===== config.mk =====
export PLATFORM = sky130hd
export DESIGN_NAME = riscv_v_sign_restore
export DESIGN_NICKNAME = d
export VERILOG_FILES = /design/src/rtl/riscv_v_sign_restore.sv
export SDC_FILE = /design/constraint.sdc
export NUM_CORES = 1
export LEC_CHECK = 0
export BUFFER_PORTS_ARGS = -buffer_cell sky130_fd_sc_hd__buf_4
export CORE_UTILIZATION = 45
export DETAILED_ROUTE_END_ITERATION = 8
export PLACE_DENSITY = 0.7
export SLEW_MARGIN = 20
export SYNTH_ARGS = -nofsm -noshare
export SYNTH_HDL_FRONTEND = slang
export SYNTH_SLANG_ARGS = --single-unit

===== constraint.sdc =====
create_clock -name clk -period 2.65 [get_ports clk]
set_input_delay 0.53 -clock clk [delete_from_list [all_inputs] [get_ports clk]]
set_output_delay 0.53 -clock clk [all_outputs]
set_load 0.02 [all_outputs]

===== src/rtl/riscv_v_sign_restore.sv =====
// Restores the result sign after an unsigned multiply/divide datapath. Sign tags are
// queued in order at issue and popped as the magnitude results come back.

module riscv_v_sign_restore_lane #(
  parameter int NUM_OSIZES = 4
) (
  input  logic [63:0]           in_data,
  input  logic [7:0]            neg,
  input  logic [NUM_OSIZES-1:0] osize,
  output logic [63:0]           out_data
);
  localparam int NS = (NUM_OSIZES < 4) ? NUM_OSIZES : 4;

  logic [3:0][63:0] cand;

  // One candidate per element width; each carry chain stops at its element boundary
  for (genvar k = 0; k < 4; k++) begin : g_size
    localparam int W  = 8 << k;
    localparam int NE = 64 / W;
    for (genvar e = 0; e < NE; e++) begin : g_elem
      logic [W-1:0] x;
      assign x = in_data[e*W +: W];
      assign cand[k][e*W +: W] = neg[e*(W/8)] ? (~x + W'(1)) : x;
    end
  end

  // Walking down from the widest size lets the lowest set osize bit win
  always_comb begin
    out_data = in_data;
    for (int i = NS - 1; i >= 0; i--) begin
      if (osize[i]) out_data = cand[i];
    end
  end
endmodule

module riscv_v_sign_restore #(
  parameter int DATA_WIDTH = 128,
  parameter int NUM_BYTES  = DATA_WIDTH / 8,
  parameter int NUM_OSIZES = 4,
  parameter int TAG_DEPTH  = 4
) (
  input  logic                         clk,
  input  logic                         rst_n,
  input  logic                         tag_valid,
  output logic                         tag_ready,
  input  logic [NUM_BYTES-1:0]         tag_neg,
  input  logic [NUM_OSIZES-1:0]        tag_osize,
  input  logic                         res_valid,
  output logic                         res_ready,
  input  logic [DATA_WIDTH-1:0]        res_data,
  output logic                         out_valid,
  input  logic                         out_ready,
  output logic [DATA_WIDTH-1:0]        out_data,
  output logic [$clog2(TAG_DEPTH):0]   tag_count
);
  localparam int NUM_LANES = DATA_WIDTH / 64;
  localparam int PW        = $clog2(TAG_DEPTH);
  localparam int CW        = PW + 1;

  typedef struct packed {
    logic [NUM_BYTES-1:0]  neg;
    logic [NUM_OSIZES-1:0] osize;
  } tag_t;

  tag_t [TAG_DEPTH-1:0]    mem_q, mem_d;
  logic [PW-1:0]           wptr_q, wptr_d, rptr_q, rptr_d;
  logic [CW-1:0]           cnt_q, cnt_d;
  logic                    out_valid_q, out_valid_d;
  logic [DATA_WIDTH-1:0]   out_data_q, out_data_d;
  logic                    push, pop;
  tag_t                    head;

  logic [NUM_LANES-1:0][63:0] lane_in, lane_out;

  assign head      = mem_q[rptr_q];
  assign tag_ready = (cnt_q != CW'(TAG_DEPTH));
  assign res_ready = (cnt_q != '0) && (!out_valid_q || out_ready);
  assign push      = tag_valid && tag_ready;
  assign pop       = res_valid && res_ready;
  assign lane_in   = res_data;

  for (genvar l = 0; l < NUM_LANES; l++) begin : g_lane
    riscv_v_sign_restore_lane #(.NUM_OSIZES(NUM_OSIZES)) u_lane (
      .in_data  (lane_in[l]),
      .neg      (head.neg[l*8 +: 8]),
      .osize    (head.osize),
      .out_data (lane_out[l])
    );
  end

  always_comb begin
    mem_d       = mem_q;
    wptr_d      = wptr_q;
    rptr_d      = rptr_q;
    cnt_d       = cnt_q + CW'(push) - CW'(pop);
    out_valid_d = out_valid_q;
    out_data_d  = out_data_q;
    if (push) begin
      mem_d[wptr_q] = '{neg: tag_neg, osize: tag_osize};
      wptr_d        = wptr_q + PW'(1);
    end
    if (pop) begin
      rptr_d      = rptr_q + PW'(1);
      out_valid_d = 1'b1;
      out_data_d  = lane_out;
    end else if (out_ready) begin
      out_valid_d = 1'b0;
    end
  end

  always_ff @(posedge clk or negedge rst_n) begin
    if (!rst_n) begin
      mem_q       <= '0;
      wptr_q      <= '0;
      rptr_q      <= '0;
      cnt_q       <= '0;
      out_valid_q <= 1'b0;
      out_data_q  <= '0;
    end else begin
      mem_q       <= mem_d;
      wptr_q      <= wptr_d;
      rptr_q      <= rptr_d;
      cnt_q       <= cnt_d;
      out_valid_q <= out_valid_d;
      out_data_q  <= out_data_d;
    end
  end

  assign out_valid = out_valid_q;
  assign out_data  = out_data_q;
  assign tag_count = cnt_q;
endmodule


; ---- Yosys cells after proc, flatten, opt, wreduce, memory -nomap -nowiden
; Cells that the tools add are included.
; Widths: inputs -> output; s select.
[op_classes]
mux = 45
bitwise = 30
addsub = 34
magnitude_cmp = 3
n_reduce_logical = 8
n_eq_ne = 1
[op_table]
columns = cell, count
row1 = $mux 64, 10
row2 = $add 16x1->16 const B, 8
row3 = $add 32x1->32 const B, 4
row4 = $add 64x1->64 const B, 2
row5 = $add 8x1->8 const B, 16
row6 = $mux 16, 8
row7 = $mux 32, 4
row8 = $mux 8, 16
row9 = $not 16->16, 8
row10 = $not 32->32, 4
row11 = $not 64->64, 2
row12 = $not 8->8, 16
row13 = $bwmux 80, 1
row14 = $bmux 20 s2, 1
row15 = $demux 20 s2, 1
row16 = $mux 20, 2
row17 = $lt 2x3->1 const B, 2
row18 = $add 2x1->2 const B, 2
row19 = $logic_and 1x1->1, 4
row20 = $add 3x1->3, 1
row21 = $ne 3x3->1 const B, 1
row22 = $reduce_bool 3->1, 1
row23 = $sub 3x1->3, 1
row24 = $ge 2x1->1 const B, 1
row25 = 4 further kinds, 5
[totals]
inputBits = 153
ff_bits = 216
output_inout_bits = 134

; ---- Longest topological paths before layout
; Gate-level depths: netlist (run 1).
[depth]
ltp_word = 7
depth_mapped = 11

; ---- By module
; A second synthesis (run 1) with hierarchy kept.
[hier_totals]
cells_unflattened = 1451
hier_area_um2 = 14905.5
[by_module_without_submodules]
columns = mod, n_inst, area_each_um2, cells_each, seq_area_each_um2
row1 = riscv_v_sign_restore, 1, 9008.6, 502, 5405.2
row2 = riscv_v_sign_restore_lane (g_lane[1].u_lane), 1, 3039.2, 485, 0.0
row3 = riscv_v_sign_restore_lane (g_lane[0].u_lane), 1, 2857.7, 464, 0.0

; ---- Worst setup path after synthesis (run 1)
; Ideal clock, no wire load.
[synth_path]
path_type = reg-to-reg
startpoint = reg cnt_q[1], in the netlist tag_count[1]
endpoint = reg cnt_q[2], in the netlist tag_count[2]
path_slack_ns = -0.110
stages_incl_launch_ff = 11
t_arrival_ns = 2.638
path_buffers = 2
cell_sequence = dfrtp_1 > o31a_1 > nand2_1 > clkbuf_1 > inv_1 > clkbuf_1 > ha_1 > inv_1 > ha_1 > fa_1 > xnor2_1
[synth_via]
elab_chain_cells = 4
[synth_lines]
columns = element, line_no
row1 = "start, declared", 67  ; logic [CW-1:0] cnt_q, cnt_d;
row2 = "start signal, assigned", 123  ; cnt_q <= cnt_d;
row3 = $reduce_bool 3->1, 77  ; assign res_ready = (cnt_q != '0) && (!out_valid_q || out_ready);
row4 = $logic_and 1x1->1, 77
row5 = net res_ready, 49  ; output logic res_ready,
row6 = $logic_and 1x1->1, 79  ; assign pop = res_valid && res_ready;
row7 = $sub 3x1->3, 95  ; cnt_d = cnt_q + CW'(push) - CW'(pop);
row8 = net cnt_d[2], 67
; The timed path passes the listed nets, and every way through them passes these cells.
; A chain may end at the register's enable or synchronous reset.

; ---- Worst setup path after layout (run 1)
[layout_path]
startpoint = reg rptr_q[0]
endpoint = reg out_data_q[107], in the netlist out_data[107]
[layout_via]
elab_chain_cells = 7
[layout_lines]
columns = element, line_no
row1 = "start, declared", 66  ; logic [PW-1:0] wptr_q, wptr_d, rptr_q, rptr_d;
row2 = "start signal, assigned", 122  ; rptr_q <= rptr_d;
row3 = $bmux 20 s2 *, 75  ; assign head = mem_q[rptr_q];
row4 = $mux 20 (not written as such) *, 75
row5 = $mux 64, 23  ; assign cand[k][e*W +: W] = neg[e*(W/8)] ? (~x + W'(1)) : x;
row6 = $mux 64 (3 in a row), 31  ; if (osize[i]) out_data = cand[i];
row7 = $mux 64 *, 31
row8 = "end signal, assigned", 125  ; out_data_q <= out_data_d;
row9 = "end, declared", 69  ; logic [DATA_WIDTH-1:0] out_data_q, out_data_d;
; Every way passes the cells marked *; elsewhere a longest branch is shown, timed or not. The select of a mux whose other input is x is not followed.

==> impl_metrics.json, run 1 <==
{
  "cellPowerDensity_nw_per_um2": 1587,
  "rr_worst_depth": 10,
  "start_kind": "flop",
  "final_common_cell": "buf_4",
  "htree_levels": 1,
  "synthAdderAreaFrac": 0.02162,
  "setup_slack_ps": -4.275,
  "cts_buffer_depth": 3,
  "initial_core_util": 0.4596,
  "min_path_cells": 2,
  "timing.slew.headroom": 0.6004,
  "synth_top_family_by_area": "simple AND/OR/NAND/NOR gates",
  "area_growth_pct": 44.12,
  "power_uw": 31230,
  "timing.rr.end": "out_data[107]",
  "critical_path_class": "reg2reg",
  "synth_compound_area_frac": 0.1720,
  "dieArea_um2": 31060,
  "hold-path-endpoint": "mem_q[35]",
  "leakagePower_uw": 0.008860,
  "grt_pass1_wl_um": 75020,
  "synth_seq_cells": 216,
  "cts_tree": "yes",
  "clock_sinks": 216,
  "port_buffers": 286,
  "antenna_left": 0,
  "drtIter0Drc": 1086,
  "place_area_um2": 18310,
  "arrival_ps": 3080,
  "regToRegSetupSlack_ps": -4,
  "fin_nets": 2228,
  "syn_avg_cell_area_um2": 9.034,
  "fmax_ghz": 0.3768,
  "worstPathMaxFanout": 7,
  "post-place-cells": 2402,
  "synthCells": 1512,
  "synth_top_cells_by_area": "dfrtp_1, o21ai_0, mux2_2, xnor2_1, nand2_1",
  "synthXorXnorAreaFrac": 0.07694,
  "num_vias": 14100,
  "layout-drive-gt1-share": 0.4029,
  "synthDistinctLibCells": 82,
  "violations": "setup timing",
  "hold_viol": 0,
  "clkPwrFrac": 0.110,
  "crit_path_end_kind": "flop",
  "most-common-layout-cells": "buf_4, dfrtp_1, nand2_1",
  "io_pins": 287,
  "synthSimpleGateAreaFrac": 0.1930,
  "swShare": 0.4473,
  "rows": 63,
  "outcome": "complete, but fails checks",
  "muxShareOfSynthArea": 0.1034,
  "netlist_area_um2": 13660,
  "grtUsageTotal": 0.3080,
  "p_comb_frac": 0.696,
  "place_congestion": 0.9348,
  "p_switching_uw": 13970,
  "worstMarginPinSlew_ps": 599.4,
  "clk_pin_slew_worst_paths_ps": 60,
  "grt-ovfl-total": 0,
  "synthesis.nets": 1688,
  "stdcell_area_um2": 19690,
  "cts_made_buffers": 25,
  "regArea_um2": 5406,
  "yosys_warnings": 0,
  "post-place-ws_ps": -295.8,
  "cts_root_buf": "clkbuf_16",
  "grt_pass1_vias": 13720,
  "worstReg2RegStart": "rptr_q[0]",
  "dp.final_hpwl_um": 37550,
  "synth_edf_count": 0,
  "clock_latency_ps": 550,
  "grt_start_max_net_pins": 88,
  "post-route-drc-count": 0,
  "crit_required_ps": 3080,
  "synth_top_area_frac": 0.3957,
  "async_reset_ff_frac": 1.000,
  "antenna_found_initial": 1,
  "die_width_um": 176.2,
  "yosysTopAreaCell": "dfrtp_1",
  "multi_input_area_um2": 8143,
  "slew_violations": 0,
  "ys_seq_area_frac": 0.3957,
  "finalSetupViolCount": 1,
  "dr.pass1.iters": 5,
  "holdCritStartpoint": "tag_neg[11]",
  "period_share": 1.002,
  "crit_path_start": "rptr_q[0]",
  "wl_um": 48750,
  "nFillCells": 2464,
  "wl_per_cell_um": 19.81,
  "maxCapViolCount": 0,
  "synth_flop_cell": "dfrtp_1",
  "core_um2": 29720,
  "hold_class": "in2reg",
  "finalNonFillerCells": 2461,
  "period_minus_slack_ps": 2654,
  "vias_per_cell": 5.727,
  "irDropWorstVdd_mv": 0.7145,
  "finClkSkew_ps": 9.618,
  "p_int_uw": 17260,
  "rsz0062_at_grt": "yes",
  "fp.dieH_um": 176.2,
  "power.share.sequential": 0.193
}
==> layer usage <==
| metal | share of wire | GRT usage | up-vias |
|---|---|---|---|
| li1 | - | - | 6558 |
| met1 | 0.43 | 0.4183 | 6868 |
| met2 | 0.47 | 0.5128 | 571 |
| met3 | 0.070 | 0.03811 | 98 |
| met4 | 0.030 | 0.09312 | 0 |
| met5 | 0 | 0 | - |
==> power groups by stage <==
stage / registers, µW / clock network [µW] / logic [µW]
finish: 6030 / 3450 / 21700
global route: 6220 / 3640 / 23400
CTS: 6030 / 3510 / 20000
detailed placement: 6070 / 0 / 19700
global placement: 5960 / 0 / 19400
floorplan: 6960 / 0 / 10900
==> critical path, stage by stage, from the launching register on <==
cell and delay (ps):
dfrtp_1 390, buf_6 150, mux4_2 610, buf_8 190
buf_8 130, and4bb_2 340, buf_6 120, a21boi_1 60
o31ai_1 290, xnor2_1 160, o21ai_1 90
==> state kept, by name, indices dropped and copies added (netlist names) <==
name / flops
tag_count: 3
mem_q: 80
rptr_q: 2
out_data: 128
out_valid: 1
wptr_q: 2
==> cells by family after synthesis <==
group	after synthesis
adder cells (fa/ha/maj)	23
flip-flops	216
AO/OA/AOI/OAI	395
buffers and inverters	128
XOR/XNOR	120
multiplexers	106
AND/OR/NAND/NOR	524
==> layout make-up <==
cell class	count	share of cell area
Clock inverter	10	0.004830
Multi-Input combinational cell	1168	0.4136
Antenna cell	1	0.0001271
Clock buffer	35	0.03674
Tap cell	390	0.02479
Timing Repair Buffer	593	0.2361
Inverter	48	0.009152
Sequential cell	216	0.2746
==> through the flow <==
stage	hold slack, ps	utilization	TNS, ps
3_5_place_dp	471.1	0.6161	-6110
5_1_grt	235.1	0.6624	-925.6
6_report	239.5	0.6625	-4.275
4_1_cts	222.3	0.6462	0
2_1_floorplan	234.4	-	-116.3
3_3_place_gp	463.2	0.6161	-4677
==> cells in the mapped netlist (all sizes together), types with 6 or more instances <==
library cell	count
o41ai	6
nand2b	10
or3	21
inv	48
nand3	29
o31ai	9
nor3	45
nand2	204
o211ai	8
a31oi	24
nor3b	16
a211oi	6
xor2	21
ha	22
mux4	20
nand4	9
o21ai	193
o22ai	7
or4	19
or2	11
buf	19
a21oi	83
a221oi	6
and2	15
nor2	80
xnor2	99
and3	10
dfrtp	216
clkbuf	61
mux2	81
nor4	29
==> worst max path at each step <==
stage | end | slack, ps | cells after the start
after floorplan | out_data[57] | -70 | 8
after global placement | out_data[53] | -280 | 8
after detailed placement | out_data[53] | -300 | 8
after CTS | out_data[94] | 1 | 9
after global routing | out_data[55] | -80 | 9
final | out_data[107] | -4 | 10
==> repair_timing <==
action,in CTS,in global routing
buffers inserted,1,10
hold buffers,1,0
pin swaps,2,35
cloned,0,1
gates resized for setup,13,119
endpoints found under the hold margin,66,0
setup endpoints to repair,25,80
No activity file was read; power rests on OpenSTA's default activity.
==> run 2, diff against run 1 <==
- SKIP_LAST_GASP: not set -> 1
==> impl_metrics.json, run 2 (synthesis results as in run 1) <==
{
  "cts_root_buf": "clkbuf_16",
  "place_congestion": 0.9348,
  "finClkSkew_ps": 9.516,
  "post-route-drc-count": 0,
  "port_buffers": 286,
  "crit_path_end_kind": "flop",
  "fmax_ghz": 0.3764,
  "die_width_um": 176.2,
  "io_pins": 287,
  "worstMarginPinSlew_ps": 606.6,
  "period_share": 1.003,
  "cts_buffer_depth": 3,
  "grt.met1_usage": 0.4183,
  "grt_pass1_vias": 13700,
  "dieArea_um2": 31060,
  "fp.dieH_um": 176.2,
  "grtUsageTotal": 0.3078,
  "core_um2": 29720,
  "final_common_cell": "buf_4",
  "layout-drive-gt1-share": 0.3992,
  "dp.final_hpwl_um": 37550,
  "arrival_ps": 3080,
  "most-common-layout-cells": "buf_4, dfrtp_1, nand2_1",
  "grt_start_max_net_pins": 88,
  "fin_nets": 2227,
  "rsz0062_at_grt": "yes",
  "outcome": "complete, but fails checks",
  "top_usage_layer": "met2",
  "initial_core_util": 0.4596,
  "drtIter0Drc": 1080,
  "finalSetupViolCount": 2,
  "num_vias": 14130,
  "start_kind": "flop",
  "violations": "setup timing",
  "clock_sinks": 216,
  "cts_made_buffers": 25,
  "wl_per_cell_um": 19.86,
  "largest_reg_flops": 128,
  "dr.pass1.iters": 7,
  "timing.slew.headroom": 0.5901,
  "cellPowerDensity_nw_per_um2": 1585,
  "grt_use_met2": 0.5121,
  "crit_required_ps": 3080,
  "hold_class": "in2reg",
  "clock_latency_ps": 550,
  "post-place-ws_ps": -295.8,
  "area_growth_pct": 43.92,
  "antenna_left": 0,
  "fin_tns_setup_ps": -10.05,
  "critical_path_class": "reg2reg",
  "grt_pass1_wl_um": 74970,
  "rows": 63,
  "htree_levels": 1,
  "clk_pin_slew_worst_paths_ps": 60,
  "period_minus_slack_ps": 2657,
  "setup_slack_ps": -7.050,
  "irDropWorstVdd_mv": 0.7123,
  "cts_tree": "yes",
  "maxCapViolCount": 0,
  "met3_usage": 0.03811,
  "leakagePower_uw": 0.008845,
  "antenna_found_initial": 1,
  "vias_per_cell": 5.742,
  "grt-ovfl-total": 0,
  "hold_viol": 0,
  "wl_um": 48850,
  "worstPathMaxFanout": 7,
  "slew_violations": 0,
  "fin_util": 0.6615
}
-- run 2: cell count changes in the layout (fill, tap and decap cells not counted), moves of 2 or more --
cell,previous run,this run
buf_4,569,567
o21ai_0,153,158
o21ai_1,32,30
o21ai_2,7,4
-- run 2: path summary, 6_finish.rpt --
check	startpoint	end	slack, ps	cells after the start
worst min-delay path	tag_neg[10]	mem_q[14]	240	2
worst max-delay path	rptr_q[0]	out_data[107]	-7	10
min in group asynchronous	rst_n	out_data[20]	540	2
worst max register to register	rptr_q[0]	out_data[107]	-7	10
max in group asynchronous	rst_n	out_data[103]	1400	3
worst min register to register	out_data[81]	out_data[81]	480	2
-- run 2: power by group --
| part | switching [µW] | internal (µW) | leakage, µW | total [µW] |
|---|---|---|---|---|
| Sequential | 1020 | 5010 | 0.00261 | 6040 |
| Combinational | 11500 | 10200 | 0.00583 | 21700 |
| Clock | 1450 | 2010 | 0.000404 | 3450 |
-- run 2: what timing repair did --
action,4_1_cts,5_1_grt
setup endpoints to repair,25,80
hold endpoints to repair,66,0
resized for setup,11,108
hold buffers,1,0
pin swaps,2,36
gates cloned,0,1
buffers inserted,1,9
-- run 2: layout make-up --
cell class	count	area, µm²
tap	390	488.0
timing repair buffer	592	4644
clock inverter	10	95.09
fill	2467	10060
antenna	1	2.502
clock buffer	35	723.2
sequential	216	5406
inverter	48	180.2
multi-input combinational	1168	8119
-- run 2: worst max-delay path: stages, from the launching register on --
cell,delay [ps]
dfrtp_1,390
buf_6,150
mux4_2,600
buf_8,190
buf_8,130
and4bb_2,340
buf_6,120
a21boi_0,80
o31ai_1,300
xnor2_1,160
o21ai_1,80
-- run 2: routing by layer --
metal,part of all wire,vias to the layer above
met2,0.47,552
met5,0,-
met1,0.43,6931
li1,-,6552
met3,0.069,90
met4,0.030,0
-- run 2: metrics by stage --
stage / instance area (µm²) / hold WS [ps] / power [µW] / instances
3_5_place_dp: 18310 / 471.1 / 25770 / 2402
6_report: 19660 / 238.5 / 31150 / 2460
2_1_floorplan: 13680 / 234.4 / 17860 / 1512
3_3_place_gp: 18310 / 463.2 / 25380 / 2402
5_1_grt: 19660 / 235.1 / 33190 / 2459
4_1_cts: 19190 / 222.3 / 29520 / 2449
==> run 3, diff against run 2 <==
- GPL_TIMING_DRIVEN: not set -> 0
==> impl_metrics.json, run 3 (synthesis results as in run 1) <==
{
  "grt-ovfl-total": 0,
  "fin_tns_setup_ps": -59.71,
  "place_congestion": 0.9521,
  "worstPathMaxFanout": 10,
  "grt_pass1_wl_um": 74850,
  "fmax_ghz": 0.3711,
  "multi_input_area_um2": 8469,
  "port_buffers": 280,
  "setup_slack_ps": -44.60,
  "finClkSkew_ps": 13.35,
  "start_kind": "flop",
  "hold_viol": 0,
  "rr_worst_depth": 10,
  "grt_start_max_net_pins": 96,
  "slew_violations": 0,
  "routed.top_layer": "met4",
  "htree_levels": 1,
  "post-route-drc-count": 0,
  "crit_end": "out_data[125]",
  "finalNonFillerCells": 2292,
  "outcome": "complete, but fails checks",
  "grtUsageTotal": 0.3120,
  "worstMarginPinSlew_ps": 814.0,
  "violations": "setup timing",
  "largest_reg_flops": 128,
  "maxCapViolCount": 0,
  "regToRegSetupSlack_ps": -40,
  "hold_class": "in2reg",
  "dieArea_um2": 31060,
  "io_pins": 287,
  "fin_nets": 2060,
  "irDropWorstVdd_mv": 0.7920,
  "period_share": 1.017,
  "num_vias": 13570,
  "worstReg2RegStart": "rptr_q[0]",
  "wl_um": 50010,
  "final_common_cell": "buf_4",
  "cts_buffer_depth": 3,
  "die_width_um": 176.2,
  "crit_path_start": "rptr_q[0]",
  "nFillCells": 2527,
  "finalSetupViolCount": 4,
  "cts_made_buffers": 25,
  "rsz0062_at_grt": "yes",
  "cts_tree": "yes",
  "regArea_um2": 5405,
  "period_minus_slack_ps": 2695,
  "dp.final_hpwl_um": 37050,
  "cellPowerDensity_nw_per_um2": 1720,
  "wl_met1_um": 21040,
  "grt_pass1_vias": 12870,
  "drtIter0Drc": 1074,
  "timing.slew.headroom": 0.4524,
  "fin_util": 0.6234,
  "antenna_left": 0,
  "core_um2": 29720,
  "post-place-cells": 2184,
  "rows": 63,
  "fp.dieH_um": 176.2,
  "clock_latency_ps": 540,
  "wl_per_cell_um": 21.82,
  "area_growth_pct": 35.63,
  "clk_pin_slew_worst_paths_ps": 60,
  "critical_path_class": "reg2reg",
  "arrival_ps": 3170,
  "cts_root_buf": "clkbuf_16",
  "vias_per_cell": 5.920,
  "layout-drive-gt1-share": 0.3446,
  "most-common-layout-cells": "buf_4, dfrtp_1, nand2_1",
  "leakagePower_uw": 0.007907,
  "antenna_found_initial": 1,
  "initial_core_util": 0.4596,
  "dr_wl_met3_um": 3889,
  "dr.pass1.iters": 5,
  "met2WireLength_um": 23220,
  "crit_path_end_kind": "flop",
  "timing.rr.end": "out_data[125]",
  "clock_sinks": 216,
  "crit_required_ps": 3130
}
[run 3: changes by cell type in the layout (fill, tap and decap cells not counted), moves of 7 or more]
cell,before,now
o21ai_2,4,14
buf_12,9,2
buf_4,567,344
clkbuf_1,4,46
o21ai_0,158,133
o21ai_1,30,44
[run 3: timing repair]
action,CTS,global route
hold buffers,1,0
hold endpoints to repair,49,0
resized for setup,106,178
pin swaps,8,69
setup buffers,16,47
setup endpoints to repair,133,120
cloned,1,2
[run 3: per-layer routing]
layer	vias to the layer above	global-route usage
met3	114	0.05599
met2	582	0.5056
met5	-	0
met4	0	0.1094
li1	6230	-
met1	6643	0.4182
[run 3: cell type report]
class,instances,area share
Inverter,48,0.01013
Sequential cell,216,0.2918
Antenna cell,1,0.0001351
Tap cell,390,0.02634
Timing Repair Buffer,349,0.1475
Clock buffer,34,0.03775
Buffer,76,0.02566
Clock inverter,10,0.003579
Multi-Input combinational cell,1168,0.4571
[run 3: how the worst min path moves through the flow]
stage	startpoint	end	slack, ps	cells past startpoint
3_3_place_gp	out_data[36]	out_data[36]	460	2
2_1_floorplan	rst_n	mem_q[0]	230	0
4_1_cts	tag_neg[9]	mem_q[33]	240	2
6_report	tag_neg[9]	mem_q[33]	250	2
5_1_grt	tag_osize[3]	mem_q[3]	240	2
3_5_place_dp	rst_n	out_data[13]	470	1
[run 3: where the power goes]
group,leakage [µW],internal (µW),switching (µW)
Combinational,0.00492,10100,12500
Clock,0.000375,1850,1410
Sequential,0.00261,5010,974
[run 3: worst max-delay path, stage by stage (launching register included)]
cell      delay, ps
dfrtp_1         340
buf_6           140
buf_12          120
mux4_2          630
buf_4           190
nor2_4          150
clkbuf_4        250
buf_4           240
o21ai_0         190
a211o_1         310
nand3_1          70
[run 3: metrics by stage]
stage / hold WS, ps / setup WS (ps) / instance area, µm² / total power (µW)
6_report: 249.8 / -44.60 / 18530 / 31870
5_1_grt: 241.1 / -166.5 / 18530 / 33750
4_1_cts: 235.8 / -86.28 / 17610 / 28680
3_5_place_dp: 471.5 / -1146 / 16340 / 23880
3_3_place_gp: 463.0 / -1114 / 16270 / 23600
2_1_floorplan: 234.4 / -69.21 / 13680 / 17860
